==> src/rtl/prpg_pkg.sv <==
// Shared types and step functions for the PRPG/MISR logic-BIST sequencer.
package prpg_pkg;

  localparam int PRPG_WIDTH = 3;

  // Taps of x^3+x^2+1 in [3:1] bit order: feedback is q[3]^q[2].
  localparam logic [PRPG_WIDTH:1] TAP_MASK = 3'b110;

  typedef enum logic [2:0] {
    S_IDLE,
    S_SEED,
    S_RUN,
    S_COMPARE,
    S_DONE
  } state_t;

  function automatic logic [PRPG_WIDTH:1] lfsr_next(input logic [PRPG_WIDTH:1] q);
    logic fb;
    fb = ^(q & TAP_MASK);
    return {q[PRPG_WIDTH-1:1], fb};
  endfunction

  function automatic logic [PRPG_WIDTH:1] misr_next(input logic [PRPG_WIDTH:1] s,
                                                     input logic [PRPG_WIDTH:1] resp);
    logic fb;
    fb = ^(s & TAP_MASK);
    return {s[PRPG_WIDTH-1:1], fb} ^ resp;
  endfunction

endpackage

==> src/rtl/prpg_lfsr.sv <==
// Fibonacci PRPG register: synchronous load takes priority over the LFSR step.
module prpg_lfsr
  import prpg_pkg::*;
#(
  parameter int WIDTH = PRPG_WIDTH
) (
  input  logic             clk,
  input  logic             clr,
  input  logic             load,
  input  logic             enable,
  input  logic [WIDTH:1]   seed,
  output logic [WIDTH:1]   q
);

  always_ff @(posedge clk or posedge clr) begin
    if (clr) begin
      q <= '0;
    end else if (load) begin
      q <= seed;
    end else if (enable) begin
      q <= lfsr_next(q);
    end
  end

endmodule

==> src/rtl/prpg_bist_ctrl.sv <==
// Logic-BIST sequencer: seeds the PRPG, applies PAT_CNT patterns, compacts responses in a MISR
// and compares against GOLDEN. Optional macro PRPG_LOCKUP_RECOVER_EN escapes an all-zero PRPG.
module prpg_bist_ctrl
  import prpg_pkg::*;
#(
  parameter int               WIDTH   = PRPG_WIDTH,
  parameter int               PAT_CNT = 7,
  parameter logic [WIDTH:1]   SEED    = 3'b001,
  parameter logic [WIDTH:1]   GOLDEN  = 3'b000
) (
  input  logic             clk,
  input  logic             clr,
  input  logic             start,
  input  logic [WIDTH:1]   cut_resp,
  output logic [WIDTH:1]   p_output,
  output logic             pat_valid,
  output logic             busy,
  output logic             done,
  output logic             pass
);

  localparam int                CNT_W    = $clog2(PAT_CNT + 1);
  localparam logic [CNT_W-1:0]  LAST_CNT = CNT_W'(PAT_CNT - 1);

  state_t           state_q;
  state_t           state_d;
  logic [WIDTH:1]   prpg_q;
  logic [WIDTH:1]   misr_q;
  logic [WIDTH:1]   last_pat_q;
  logic [CNT_W-1:0] count_q;
  logic             pass_q;
  logic             lfsr_load;
  logic             lfsr_en;
  logic [WIDTH:1]   lfsr_seed;

  always_ff @(posedge clk or posedge clr) begin
    if (clr) begin
      state_q <= S_IDLE;
    end else begin
      state_q <= state_d;
    end
  end

  // start is only honoured in IDLE and DONE; while busy it is dropped, not queued.
  always_comb begin
    state_d = state_q;
    case (state_q)
      S_IDLE:    if (start) state_d = S_SEED;
      S_SEED:    state_d = S_RUN;
      S_RUN:     if (count_q == LAST_CNT) state_d = S_COMPARE;
      S_COMPARE: state_d = S_DONE;
      S_DONE:    if (start) state_d = S_SEED;
      default:   state_d = S_IDLE;
    endcase
  end

  always_comb begin
    lfsr_load = (state_q == S_SEED);
    lfsr_en   = (state_q == S_RUN);
    lfsr_seed = SEED;
`ifdef PRPG_LOCKUP_RECOVER_EN
    // An all-zero LFSR never leaves zero; reload a non-zero value for the next pattern.
    if ((state_q == S_RUN) && (prpg_q == '0)) begin
      lfsr_load = 1'b1;
      lfsr_seed = SEED | WIDTH'(1);
    end
`endif
  end

  prpg_lfsr #(
    .WIDTH (WIDTH)
  ) u_lfsr (
    .clk    (clk),
    .clr    (clr),
    .load   (lfsr_load),
    .enable (lfsr_en),
    .seed   (lfsr_seed),
    .q      (prpg_q)
  );

  always_ff @(posedge clk or posedge clr) begin
    if (clr) begin
      misr_q     <= '0;
      count_q    <= '0;
      pass_q     <= 1'b0;
      last_pat_q <= '0;
    end else begin
      case (state_q)
        S_SEED: begin
          misr_q  <= '0;
          count_q <= '0;
          pass_q  <= 1'b0;
        end
        S_RUN: begin
          misr_q     <= misr_next(misr_q, cut_resp);
          count_q    <= count_q + 1'b1;
          last_pat_q <= prpg_q;
        end
        S_COMPARE: begin
          pass_q <= (misr_q == GOLDEN);
        end
        default: begin
        end
      endcase
    end
  end

  // Outside RUN the CUT keeps seeing the last applied pattern.
  assign p_output  = (state_q == S_RUN) ? prpg_q : last_pat_q;
  assign pat_valid = (state_q == S_RUN);
  assign busy      = (state_q == S_SEED) || (state_q == S_RUN) || (state_q == S_COMPARE);
  assign done      = (state_q == S_DONE);
  assign pass      = pass_q;

endmodule

==> config.mk <==
export PLATFORM = sky130hd
export DESIGN_NAME = prpg_bist_ctrl
export DESIGN_NICKNAME = d
export VERILOG_FILES = /design/src/rtl/prpg_pkg.sv /design/src/rtl/prpg_lfsr.sv /design/src/rtl/prpg_bist_ctrl.sv
export SDC_FILE = /design/constraint.sdc
export NUM_CORES = 1
export LEC_CHECK = 0
export ABC_AREA = 1
export CORE_ASPECT_RATIO = 0.9
export CORE_MARGIN = 2
export CORE_UTILIZATION = 50
export CTS_BUF_LIST = sky130_fd_sc_hd__clkbuf_4
export DETAILED_ROUTE_END_ITERATION = 16
export GPL_ROUTABILITY_DRIVEN = 0
export HOLD_SLACK_MARGIN = 0.05
export PLACE_DENSITY = 0.76
export REMOVE_ABC_BUFFERS = 1
export SYNTH_ARGS = -nofsm -noshare
export SYNTH_HDL_FRONTEND = slang
export SYNTH_SLANG_ARGS = --single-unit
==> constraint.sdc <==
create_clock -name clk -period 2.77 [get_ports clk]
set_clock_uncertainty 0.15 [all_clocks]
set_input_delay 0.554 -clock clk [delete_from_list [all_inputs] [get_ports clk]]
set_output_delay 0.554 -clock clk [all_outputs]
set_load 0.01 [all_outputs]
-- After elaboration in Yosys (flattened, before gate mapping)
Index checks and enable logic that the tools add are counted.
W data, S select, Z words.
- register bits: 16
- output and inout port bits: 7
- logic and storage cells: 34
- $add $sub $neg: 1
- eq/ne operators: 7
- muxes and demuxes: 9
- bitwise operators: 1
- reductions and logical operators: 10
- operator list (kind ; count):
    $mux W3 ; 5
    $pmux W3 S2 ; 2
    $pmux W3 S4 ; 1
    $eq A3 B2 Y1 const B ; 2
    $eq A3 B3 Y1 const B ; 2
    $logic_not A3 Y1 ; 2
    $reduce_xor A3 Y1 ; 2
    $ne A2 B1 Y1 const B ; 2
    $reduce_bool A2 Y1 ; 2
    $add A3 B1 Y3 const B ; 1
    $eq A3 B1 Y1 const B ; 1
    $xor A3 B3 Y3 ; 1
    $logic_or A1 B1 Y1 ; 2
    $pmux W1 S2 ; 1
    $reduce_and A2 Y1 ; 1
    $reduce_or A2 Y1 ; 1

-- Depth between registers and ports, before layout
Gate-level depths: netlist (run 1).
- depth after elaboration: 4
- depth in mapped cells: 6
- depth with buffers taken out: 6

-- Cells and area by module
From an unflattened synthesis (run 1), not the netlist that was laid out.
- cells, all modules: 105
- area total of the unflattened synthesis: 830.8 um^2
- modules (own cells, without submodules) (module ; instances ; cells each ; area an instance (um^2) ; sequential area each (um^2)):
    prpg_bist_ctrl ; 1 ; 80 ; 659.4 ; 325.3
    prpg_lfsr ; 1 ; 25 ; 171.4 ; 75.1

-- Worst setup path before layout (run 1)
OpenSTA, ideal clock, no wires.
- kind: register -> output
- start: register state_q[2]
- end: output port p_output[3] (netlist name)
- arrival time: 1.039 ns
- data required time: 2.066 ns
- path slack: 1.027 ns
- cell stages (with the launch flop): 4
- cell sequence: dfrtp_1 inv_1 nand3_4 o21ai_0
- cells in the longest elaborated chain, start to end: 2
- ends and longest elaborated chain (what ; RTL line ; source):
    from (decl) ; prpg_bist_ctrl.sv:25 ; state_t state_q;
    from (signal assigned) ; prpg_bist_ctrl.sv:40 ; state_q <= state_d;
    $eq A3 B2 Y1 ; prpg_bist_ctrl.sv:109 ; assign p_output = (state_q == S_RUN) ? prpg_q : last_pat_q;
    $mux W3 ; - ;
    to (decl) ; prpg_bist_ctrl.sv:15 ; output logic [WIDTH:1] p_output,
No other way between the ends.

-- Final worst setup path (run 1)
- start: register state_q[2]
- end: output port p_output[2] (netlist name)
Same word-level chain as after synthesis.

==> results of run 1 <==
cells by family (layout without fill, tap and decap cells):
kind of cell / after synthesis / in the layout / share of synthesized area [%]
DFF: 16 / 16 / 52.29
and+or+nand+nor: 40 / 40 / 24.67
xor gates and xnor gates: 4 / 4 / 4.576
adders and majority gates: 2 / 2 / 3.267
buffers and inverters: 11 / 27 / 6.046
AOI/OAI and AO/OA: 11 / 11 / 9.149
per-stage QoR:
step / worst slack (ns) / hold slack, ns
floorplan: 1.027 / 0.3155
global placement: 0.5218 / 0.3105
detailed placement: 0.4647 / 0.3122
CTS: 0.1467 / 0.3362
global route: 0.04358 / 0.3520
finish: 0.1748 / 0.3309
cell type report:
| cell class | instances | area (sq um) | area share [%] |
|---|---|---|---|
| clock buffers | 3 | 22.52 | 2.419 |
| well taps | 15 | 18.77 | 2.016 |
| inverters | 11 | 46.29 | 4.973 |
| repair buffers | 12 | 120.1 | 12.90 |
| multi-input cells | 57 | 319.1 | 34.27 |
| flip-flops and latches | 16 | 400.4 | 43.01 |
| clock inverters | 1 | 3.754 | 0.4032 |
timing repair:
item | in CTS | in global routing
endpoints found under the setup margin | 0 | 1
resized for setup | 0 | 1
hold endpoints to repair | 0 | 0
how the worst max path moves through the flow:
stage / endpoint / slack (ns) / cells after the start / startpoint
after floorplan: p_output[3] / 1.03 / 3 / state_q[2]
after global placement: p_output[3] / 0.52 / 4 / state_q[2]
after detailed placement: p_output[3] / 0.46 / 4 / state_q[2]
after CTS: p_output[3] / 0.15 / 4 / state_q[2]
after global routing: p_output[2] / 0.04 / 6 / state_q[2]
final: p_output[2] / 0.17 / 6 / state_q[2]
cell usage after synthesis, drive strengths merged:
library cell	number	area [sq um]
nand3	5	37.54
o21ai	11	70.06
nand3b	1	7.510
nor2	5	26.28
xor2	3	26.28
dfrtp	16	400.4
inv	11	46.30
xnor2	1	8.760
ha	2	25.02
nand2	28	112.6
nor3	1	5.000
critical path, delay by kind of cell (launching register included):
family | cells | cell delay [ns]
buffers and inverters | 3 | 0.84
flip-flops | 1 | 0.42
AND/OR/NAND/NOR | 3 | 0.35
per-layer routing:
| metal | vias up | share of wire, % |
|---|---|---|
| met3 | 4 | 4.3 |
| met4 | 0 | 1.8 |
| li1 | 295 | - |
| met1 | 258 | 50 |
| met5 | - | 0 |
| met2 | 15 | 44 |
power by group:
| group | internal (uW) | total [uW] | leakage (uW) | switching (uW) |
|---|---|---|---|---|
| clock network | 52.3 | 124 | 0.0000154 | 71.5 |
| logic | 231 | 534 | 0.000245 | 303 |
| registers | 329 | 403 | 0.000207 | 74.4 |
| total | 612 | 1060 | 0.000467 | 449 |
registers in the layout (all words and copies together) (netlist names):
register    count
u_lfsr.q        3
count_q         3
last_pat_q      3
state_q         3
misr_q          3
pass            1
==> impl_results.md, run 1 <==
* Run status: finished, final reports clean
* Yosys cell types at 17
* Initial antenna violation count at 0
* Vias per cell at 4.974
* WHS Endpoint: last_pat_q[2]
* Routing usage on met1 at 22.44%
* Flop2flop setup slack at 1.45 ns
* Cts hold-fix bufs at 0
* Placed cells at 111
* CP most frequent cell: nand2_1
* Clk slew on worst S/H paths at 0.09 ns
* Global-route wire length before repair at 2.180 mm
* RSZ-0062 raised after global routing: no
* Fill cell count at 125
* Synthesis-stage register bit count at 16
* Most frequent cells in the layout: 27 x nand2_1, 16 x dfrtp_1, 12 x clkdlybuf4s50_1
* Vias at 572
* Clock Latency Late Sink at 0.28 ns
* Worst hold path type: flip-flop to flip-flop
* Placed cell areas at 904.6 sq um
* CP endpoint kind: output port
* Tot GR Track Use at 17.50%
* Area of the core at 1448 sq um
* Detailed Place HPWL at 988 um
* Grt met2 use at 27.14%
* Busiest grt layer: met2
* # DRC at 0
* CTS Root Buffer Type: clkbuf_4
* # clock sinks at 16
* Final setup viols at 0
* Post-route cell area at 930.9 sq um
* Die height at 41.13 um
* Crit path kind: flip-flop to output port
* P per Cell Area at 1140 nW/um^2
* Drt first pass iters at 4
* Post-route setup TNS at 0 ns
* Total global routing overflow at 0
* Largest net degree at the start of global routing at 17
* Critical path launch point type: flip-flop
* Hold path depth at 2
* Data required time at the worst endpoint at 2.07 ns
* Hold Fails Final Rpt at 0
* Initial Util at 52.90%
* Total Power at 1061 uW
* CTS tree: yes
* Worst-Margin Slew at 0.6010 ns
* Die area at 1861 sq um
* Final Max Tran Viols at 0
* Antenna diodes at 0
* Final core occ at 64.30%
* Port Buffers at 12
* Vias in the first global route at 521
* Crit path time final at 2.595 ns
* Data arrival, critical path at 1.89 ns
* Leak at 0.0004674 uW
* Met3 Use GR at 5.286%
* Worst path cell trace: inv_1, nand3_4, inv_6, nand2_1, nand2_1, clkdlybuf4s50_1
* Worst hold start: last_pat_q[2]
* Leading cell type in the layout, fill and taps excluded: nand2_1
* Worst-case clock buffer depth at 2
* Cts bufs inserted at 3
* Width of the die at 45.25 um
* Initial DRC Count at 9
* IO Pins at 13
* Reg2reg end: state_q[0]
* Slew HR at 59.89%
* Max FO, Critical Path at 10
* Slowest cell on crit path: clkdlybuf4s50_1
* Critical Path Max Stage Delay at 0.53 ns
* Synth-to-Final Area Change at 21.57%
* Final WL at 1.276 mm
* H-tree depth reported by CTS at 1
* Worst r2r src: state_q[2]
* Final worst path period share at 93.69%
* Cells after Synth at 84
* FP Rows at 13
* Post CTS Setup Buffer Count at 0
* Synthesized cell area at 765.7 sq um
* Layout cells sized above 1 at 13.00%
* Worst vdd ir at 642.2 uV
* Sequential-to-total area share from yosys stat at 52.29%
* Mean post-synth cell area at 9.116 sq um
* Fin cells at 115
* Antenna viol nets, final at 0
* Reg2Reg Depth at 4
* Routed wire length per instance at 11.10 um
* Max-cap violations at 0
* Synth warn at 0
* Nets at 109
* Fmax at 385.3 MHz
Power figures use the tool's default switching activity.
==> run 2: changes to the inputs <==
--- a/config.mk
+++ b/config.mk
@@ -5,7 +5,6 @@
 export SDC_FILE = /design/constraint.sdc
 export NUM_CORES = 1
 export LEC_CHECK = 0
-export ABC_AREA = 1
 export CORE_ASPECT_RATIO = 0.9
 export CORE_MARGIN = 2
 export CORE_UTILIZATION = 50
==> run 2 against run 1 <==
Combinational power increased by 10%. Via count down 13%. Cell count is 20% lower. First-iteration DRC count fell by 33%. Sequential share of layout area shrank 0.27 points. Worst hold slack better by 0.025 ns. Die area is 1.8% higher. Clock power is essentially flat. Critical path type unchanged. Largest cell class unchanged.
==> impl_results.md, run 2 <==
* Run status: finished, final reports clean (unchanged)
* Die height at 41.49 um (was 41.13 um)
* Slew HR at 59.90% (was 59.89%)
* Max FO, Critical Path at 7 (was 10)
* Tot GR Track Use at 15.51% (was 17.50%)
* Seq pwr share at 37.3% (was 38.0%)
* Data required time at the worst endpoint at 2.07 ns (about the same)
* Post-route setup TNS at 0 ns (unchanged)
* IO Pins at 13 (unchanged)
* Antenna diodes at 0 (unchanged)
* CTS tree: yes (unchanged)
* Count leader, synth: dfrtp_1 (was nand2_1)
* Crit path kind: flip-flop to output port (unchanged)
* Worst path cell trace: nor3b_4, mux2_2, clkdlybuf4s50_1 (was inv_1, nand3_4, inv_6, nand2_1, nand2_1, clkdlybuf4s50_1)
* Top cell type's share of synthesized area at 51.28% (was 52.29%)
* Clock Latency Late Sink at 0.28 ns (about the same)
* Synth cell count leaders: 16 x dfrtp_1, 7 x a22o_1, 5 x inv_1, 5 x mux2_2, 3 x xnor2_1 (was 27 x nand2_1, 16 x dfrtp_1, 10 x inv_1, 5 x o21ai_0)
* Clk slew on worst S/H paths at 0.09 ns (about the same)
* Worst vdd ir at 668.6 uV (was 642.2 uV)
* Hold Fails Final Rpt at 0 (unchanged)
* Data arrival, critical path at 1.98 ns (was 1.89 ns)
* Drt first pass iters at 4 (unchanged)
* Initial DRC Count at 6 (was 9)
* Sw Share at 35.59% (was 42.33%)
* Final worst path period share at 96.90% (was 93.69%)
* Crit path time final at 2.684 ns (was 2.595 ns)
* Synthesized cell area at 780.7 sq um (was 765.7 sq um)
* Yosys top cell by area: dfrtp_1 (unchanged)
* Nets at 86 (was 109)
* Critical path launch point type: flip-flop (unchanged)
* Detailed Place HPWL at 958.1 um (was 988 um)
* CTS Root Buffer Type: clkbuf_4 (unchanged)
* Max-cap violations at 0 (unchanged)
* Final WL at 1.300 mm (was 1.276 mm)
* Leak at 0.0004353 uW (was 0.0004674 uW)
* H-tree depth reported by CTS at 1 (unchanged)
* Vias per cell at 5.413 (was 4.974)
* Critical Path Max Stage Delay at 0.49 ns (was 0.53 ns)
* Pint at 731.7 uW (was 611.8 uW)
* Port Buffers at 12 (unchanged)
* Synth warn at 0 (unchanged)
* DR WL met3 at 52 um (was 55 um)
* Final setup viols at 0 (unchanged)
* Main synth FF type: dfrtp_1 (unchanged)
* Routed wire length per instance at 14.13 um (was 11.10 um)
* Fmax at 372.6 MHz (was 385.3 MHz)
* Worst-Margin Slew at 0.6008 ns (was 0.6010 ns)
* Leading cell type in the layout, fill and taps excluded: dfrtp_1 (was nand2_1)
* Slowest cell on crit path: clkdlybuf4s50_1 (unchanged)
* Worst hold path type: flip-flop to flip-flop (unchanged)
* Mean post-synth cell area at 12.80 sq um (was 9.116 sq um)
* RSZ-0062 raised after global routing: no (unchanged)
* Vias at 498 (was 572)
* Number of synthesized flops with an enable pin at 0 (unchanged)
* Metal1 wirelength at 595 um (was 636 um)
* Global-route wire length before repair at 2.173 mm (was 2.180 mm)
* Total Power at 1136 uW (was 1061 uW)
* P per Cell Area at 1209 nW/um^2 (was 1140 nW/um^2)
* Final Max Tran Viols at 0 (unchanged)
* Initial antenna violation count at 0 (unchanged)
* Clk network pwr share at 10.9% (was 11.7%)
* Met2 WL at 652 um (was 561 um)
* Synth-to-Final Area Change at 20.35% (was 21.57%)
* Initial Util at 53.93% (was 52.90%)
* # clock sinks at 16 (unchanged)
* Area of the core at 1448 sq um (unchanged)
* Layout cells sized above 1 at 20.78% (was 13.00%)
* Total global routing overflow at 0 (unchanged)
* Sw power at 404.4 uW (was 449.0 uW)
* CP Buf/Inv Count at 1 (was 3)
* Width of the die at 45.66 um (was 45.25 um)
* Crit path max-delay family: buffers and inverters (unchanged)
* Yosys cell types at 23 (was 17)
* Cts hold-fix bufs at 0 (unchanged)
* Vias in the first global route at 517 (was 521)
* Fraction of registers with async set/reset at 100.0% (unchanged)
* # DRC at 0 (unchanged)
* Largest net degree at the start of global routing at 17 (unchanged)
* Antenna viol nets, final at 0 (unchanged)
* Cts bufs inserted at 3 (unchanged)
* Worst-case clock buffer depth at 2 (unchanged)
* Synthesis-stage register bit count at 16 (unchanged)
* Sequential-to-total area share from yosys stat at 51.28% (was 52.29%)
* CP endpoint kind: output port (unchanged)
* Die area at 1894 sq um (was 1861 sq um)
* Most frequent cells in the layout: 15 x dfrtp_1, 12 x clkdlybuf4s50_1, 7 x a22o_1 (was 27 x nand2_1, 16 x dfrtp_1, 12 x clkdlybuf4s50_1)
* Top Metal Used: met3 (was met4)
* Comb pwr share at 51.8% (was 50.3%)
* Cells after Synth at 61 (was 84)
* Synth top area cells: dfrtp_1 51%, a22o_1 7.9%, mux2_2 7.2% (was dfrtp_1 52%, nand2_1 13%, inv_1 4.9%)
* FP Rows at 13 (unchanged)
-- run 2: layout make-up --
type                       count  area (sq um)
clock inverter                 1         3.754
tap                           15         18.77
sequential                    16         401.6
timing repair buffer          16         150.1
multi-input combinational     36         324.1
fill                         114         508.0
clock buffer                   3         22.52
inverter                       5         18.77
-- run 2: final timing paths --
kind | start | endpoint | slack [ns] | cells past startpoint
worst max-delay path | state_q[0] | p_output[1] | 0.09 | 3
worst min-delay path | last_pat_q[2] | last_pat_q[2] | 0.36 | 1
worst max register to register | state_q[1] | count_q[2] | 1.18 | 4
worst min register to register | last_pat_q[2] | last_pat_q[2] | 0.36 | 1
max in group asynchronous | clr | state_q[0] | 1.56 | 2
min in group asynchronous | clr | u_lfsr.q[2] | 0.48 | 2
-- run 2: layer usage --
layer  up-vias  track usage [%]
met5         -                0
met4         0            3.529
met3         0            3.043
met2        12            26.48
met1       246            19.66
li1        240                -
-- run 2: what timing repair did --
action / 4_1_cts / 5_1_grt
setup endpoints to repair: 0 / 3
gates resized for setup: 0 / 1
buffers inserted: 0 / 2
-- run 2: power groups by stage --
stage                     clock network (uW)  logic [uW]  registers (uW)
after CTS                                127         578             423
after detailed placement                   0         571             428
after global routing                     139         648             435
after floorplan                            0         352             421
after global placement                     0         561             424
final                                    123         589             424
-- run 2: kinds of logic after synthesis --
family / after synthesis / synth area share [%]
xor+xnor: 6 / 7.694
fa+ha+maj: 2 / 3.205
mux: 5 / 7.211
flops: 16 / 51.28
buf+inv: 9 / 7.211
compound gates: 11 / 12.02
simple gates: 12 / 11.38
-- run 2: per-stage QoR --
stage / cell area (sq um) / cells / hold WS (ns) / utilization, % / setup WS (ns)
detailed placement: 897.1 / 86 / 0.3390 / 61.97 / 0.3640
finish: 939.7 / 92 / 0.3555 / 64.91 / 0.08582
CTS: 923.4 / 90 / 0.3612 / 63.79 / 0.05653
floorplan: 743.2 / 57 / 0.3177 / - / 0.6814
global route: 939.7 / 92 / 0.3806 / 64.91 / 0.004492
global placement: 897.1 / 86 / 0.3303 / 61.97 / 0.3997
==> run 3: changes to the inputs <==
--- a/config.mk
+++ b/config.mk
@@ -6,7 +6,7 @@
 export NUM_CORES = 1
 export LEC_CHECK = 0
 export CORE_ASPECT_RATIO = 0.9
-export CORE_MARGIN = 2
+export CORE_MARGIN = 1
 export CORE_UTILIZATION = 50
 export CTS_BUF_LIST = sky130_fd_sc_hd__clkbuf_4
 export DETAILED_ROUTE_END_ITERATION = 16
==> run 3 against run 2 <==
The flow now finishes with violations (DRC). Via count decreased by 0.60%. Sequential share of layout area unchanged. Die area decreased by 9.0%. Global-route usage increased by 2.1 points. Critical endpoint is now p_output[2]. Largest power group unchanged.
==> impl_results.md, run 3 (synthesis gave the netlist of run 2 again) <==
* # DRC at 1 (was 0)
* Global-route wire length before repair at 2.049 mm (was 2.173 mm)
* Max-cap violations at 0 (unchanged)
* Width of the die at 43.66 um (was 45.66 um)
* Final WL at 1.319 mm (was 1.300 mm)
* # clock sinks at 16 (unchanged)
* Detailed Place HPWL at 937.2 um (was 958.1 um)
* Initial Util at 53.93% (unchanged)
* Area of the core at 1448 sq um (unchanged)
* Placed cells at 86 (unchanged)
* Clock Latency Late Sink at 0.28 ns (about the same)
* Largest net degree at the start of global routing at 17 (unchanged)
* Vias in the first global route at 473 (was 517)
* Most frequent cells in the layout: 15 x dfrtp_1, 12 x clkdlybuf4s50_1, 7 x a22o_1 (unchanged)
* Run status: finished, violations left (was finished, final reports clean)
* Slew HR at 60.24% (was 59.90%)
* Drt first pass iters at 9 (was 4)
* Clk slew on worst S/H paths at 0.09 ns (about the same)
* Final worst path period share at 96.93% (was 96.90%)
* Worst hold path type: flip-flop to flip-flop (unchanged)
* P per Cell Area at 1207 nW/um^2 (was 1209 nW/um^2)
* Antenna diodes at 0 (unchanged)
* Leak at 0.0004353 uW (about the same)
* Worst-case clock buffer depth at 2 (unchanged)
* Placed cell areas at 897.1 sq um (unchanged)
* Cts bufs inserted at 3 (unchanged)
* Die area at 1724 sq um (was 1894 sq um)
* Fin cells at 92 (unchanged)
* Routed wire length per instance at 14.34 um (was 14.13 um)
* CTS tree: yes (unchanged)
* Fmax at 372.5 MHz (was 372.6 MHz)
* Die height at 39.49 um (was 41.49 um)
* H-tree depth reported by CTS at 1 (unchanged)
* IO Pins at 13 (unchanged)
* Antenna viol nets, final at 0 (unchanged)
* Tot GR Track Use at 17.65% (was 15.51%)
* Post-route cell area at 939.7 sq um (unchanged)
* Nets at 86 (unchanged)
* Total global routing overflow at 0 (unchanged)
* FP Rows at 13 (unchanged)
* Layout cells sized above 1 at 20.78% (unchanged)
* Vias at 495 (was 498)
* Data arrival, critical path at 1.98 ns (about the same)
* Crit path time final at 2.685 ns (was 2.684 ns)
* Critical path launch point type: flip-flop (unchanged)
* Data required time at the worst endpoint at 2.07 ns (about the same)
* Final setup viols at 0 (unchanged)
* Leading cell type in the layout, fill and taps excluded: dfrtp_1 (unchanged)
* Final Max Tran Viols at 0 (unchanged)
* Worst-Margin Slew at 0.5957 ns (was 0.6008 ns)
* Crit path kind: flip-flop to output port (unchanged)
* Worst vdd ir at 733.0 uV (was 668.6 uV)
* Vias per cell at 5.380 (was 5.413)
* Initial antenna violation count at 0 (unchanged)
* Cts hold-fix bufs at 0 (unchanged)
* Hold Fails Final Rpt at 0 (unchanged)
* CP endpoint kind: output port (unchanged)
* Initial DRC Count at 2 (was 6)
* Failing checks: DRC
* Port Buffers at 12 (unchanged)
* Final core occ at 64.91% (unchanged)
* Max FO, Critical Path at 7 (unchanged)
* CTS Root Buffer Type: clkbuf_4 (unchanged)
* Synth-to-Final Area Change at 20.35% (unchanged)
==> run 3: critical path, stage by stage, from the launching register on <==
cell	delay [ns]
dfrtp_2	0.47
nor3b_4	0.36
mux2_2	0.39
clkdlybuf4s50_1	0.48
==> run 3: path summary, 6_finish.rpt <==
| check | to | depth (start not counted) | startpoint | slack (ns) |
|---|---|---|---|---|
| setup / recovery | p_output[2] | 3 | state_q[0] | 0.09 |
| hold / removal | last_pat_q[1] | 1 | last_pat_q[1] | 0.36 |
| setup reg to reg | count_q[2] | 5 | state_q[0] | 1.16 |
| hold reg to reg | last_pat_q[1] | 1 | last_pat_q[1] | 0.36 |
| max in group asynchronous | state_q[0] | 2 | clr | 1.58 |
| min in group asynchronous | state_q[0] | 2 | clr | 0.48 |
==> run 3: stage by stage <==
stage	total power [uW]	hold slack, ns	worst slack (ns)	setup TNS, ns
4_1_cts	1135	0.3659	0.03943	0
3_5_place_dp	999.4	0.3462	0.3684	0
6_report	1134	0.3596	0.08508	0
5_1_grt	1216	0.3740	-0.005987	-0.006866
2_1_floorplan	773.7	0.3177	0.6814	0
3_3_place_gp	982.1	0.3313	0.3982	0
==> run 3: power breakdown <==
group          total (uW)  switching (uW)  internal (uW)
logic                 591             251            341
clock network         120            68.1           52.3
registers             423            86.5            336
total                1130             405            729
==> run 3: per-layer routing <==
layer / global-route usage [%] / vias to the layer above / part of all wire, % / routed length (um)
li1: - / 240 / - / -
met1: 18.97 / 245 / 42 / 556
met2: 31.34 / 10 / 54 / 707
met3: 8.295 / 0 / 4.2 / 56
met4: 4.688 / 0 / 0 / 0
met5: 0 / - / 0 / 0
==> run 3: layout make-up <==
| type | instances | area, sq um |
|---|---|---|
| fillers | 118 | 508.0 |
| flip-flops and latches | 16 | 401.6 |
| multi-input cells | 36 | 324.1 |
| repair buffers | 16 | 150.1 |
| clock buffers | 3 | 22.52 |
| inverters | 5 | 18.77 |
| well taps | 15 | 18.77 |
| clock inverters | 1 | 3.754 |
==> run 3: what timing repair did <==
action	4_1_cts	5_1_grt
endpoints found under the setup margin	0	3
gates resized for setup	0	1
setup buffers	0	2
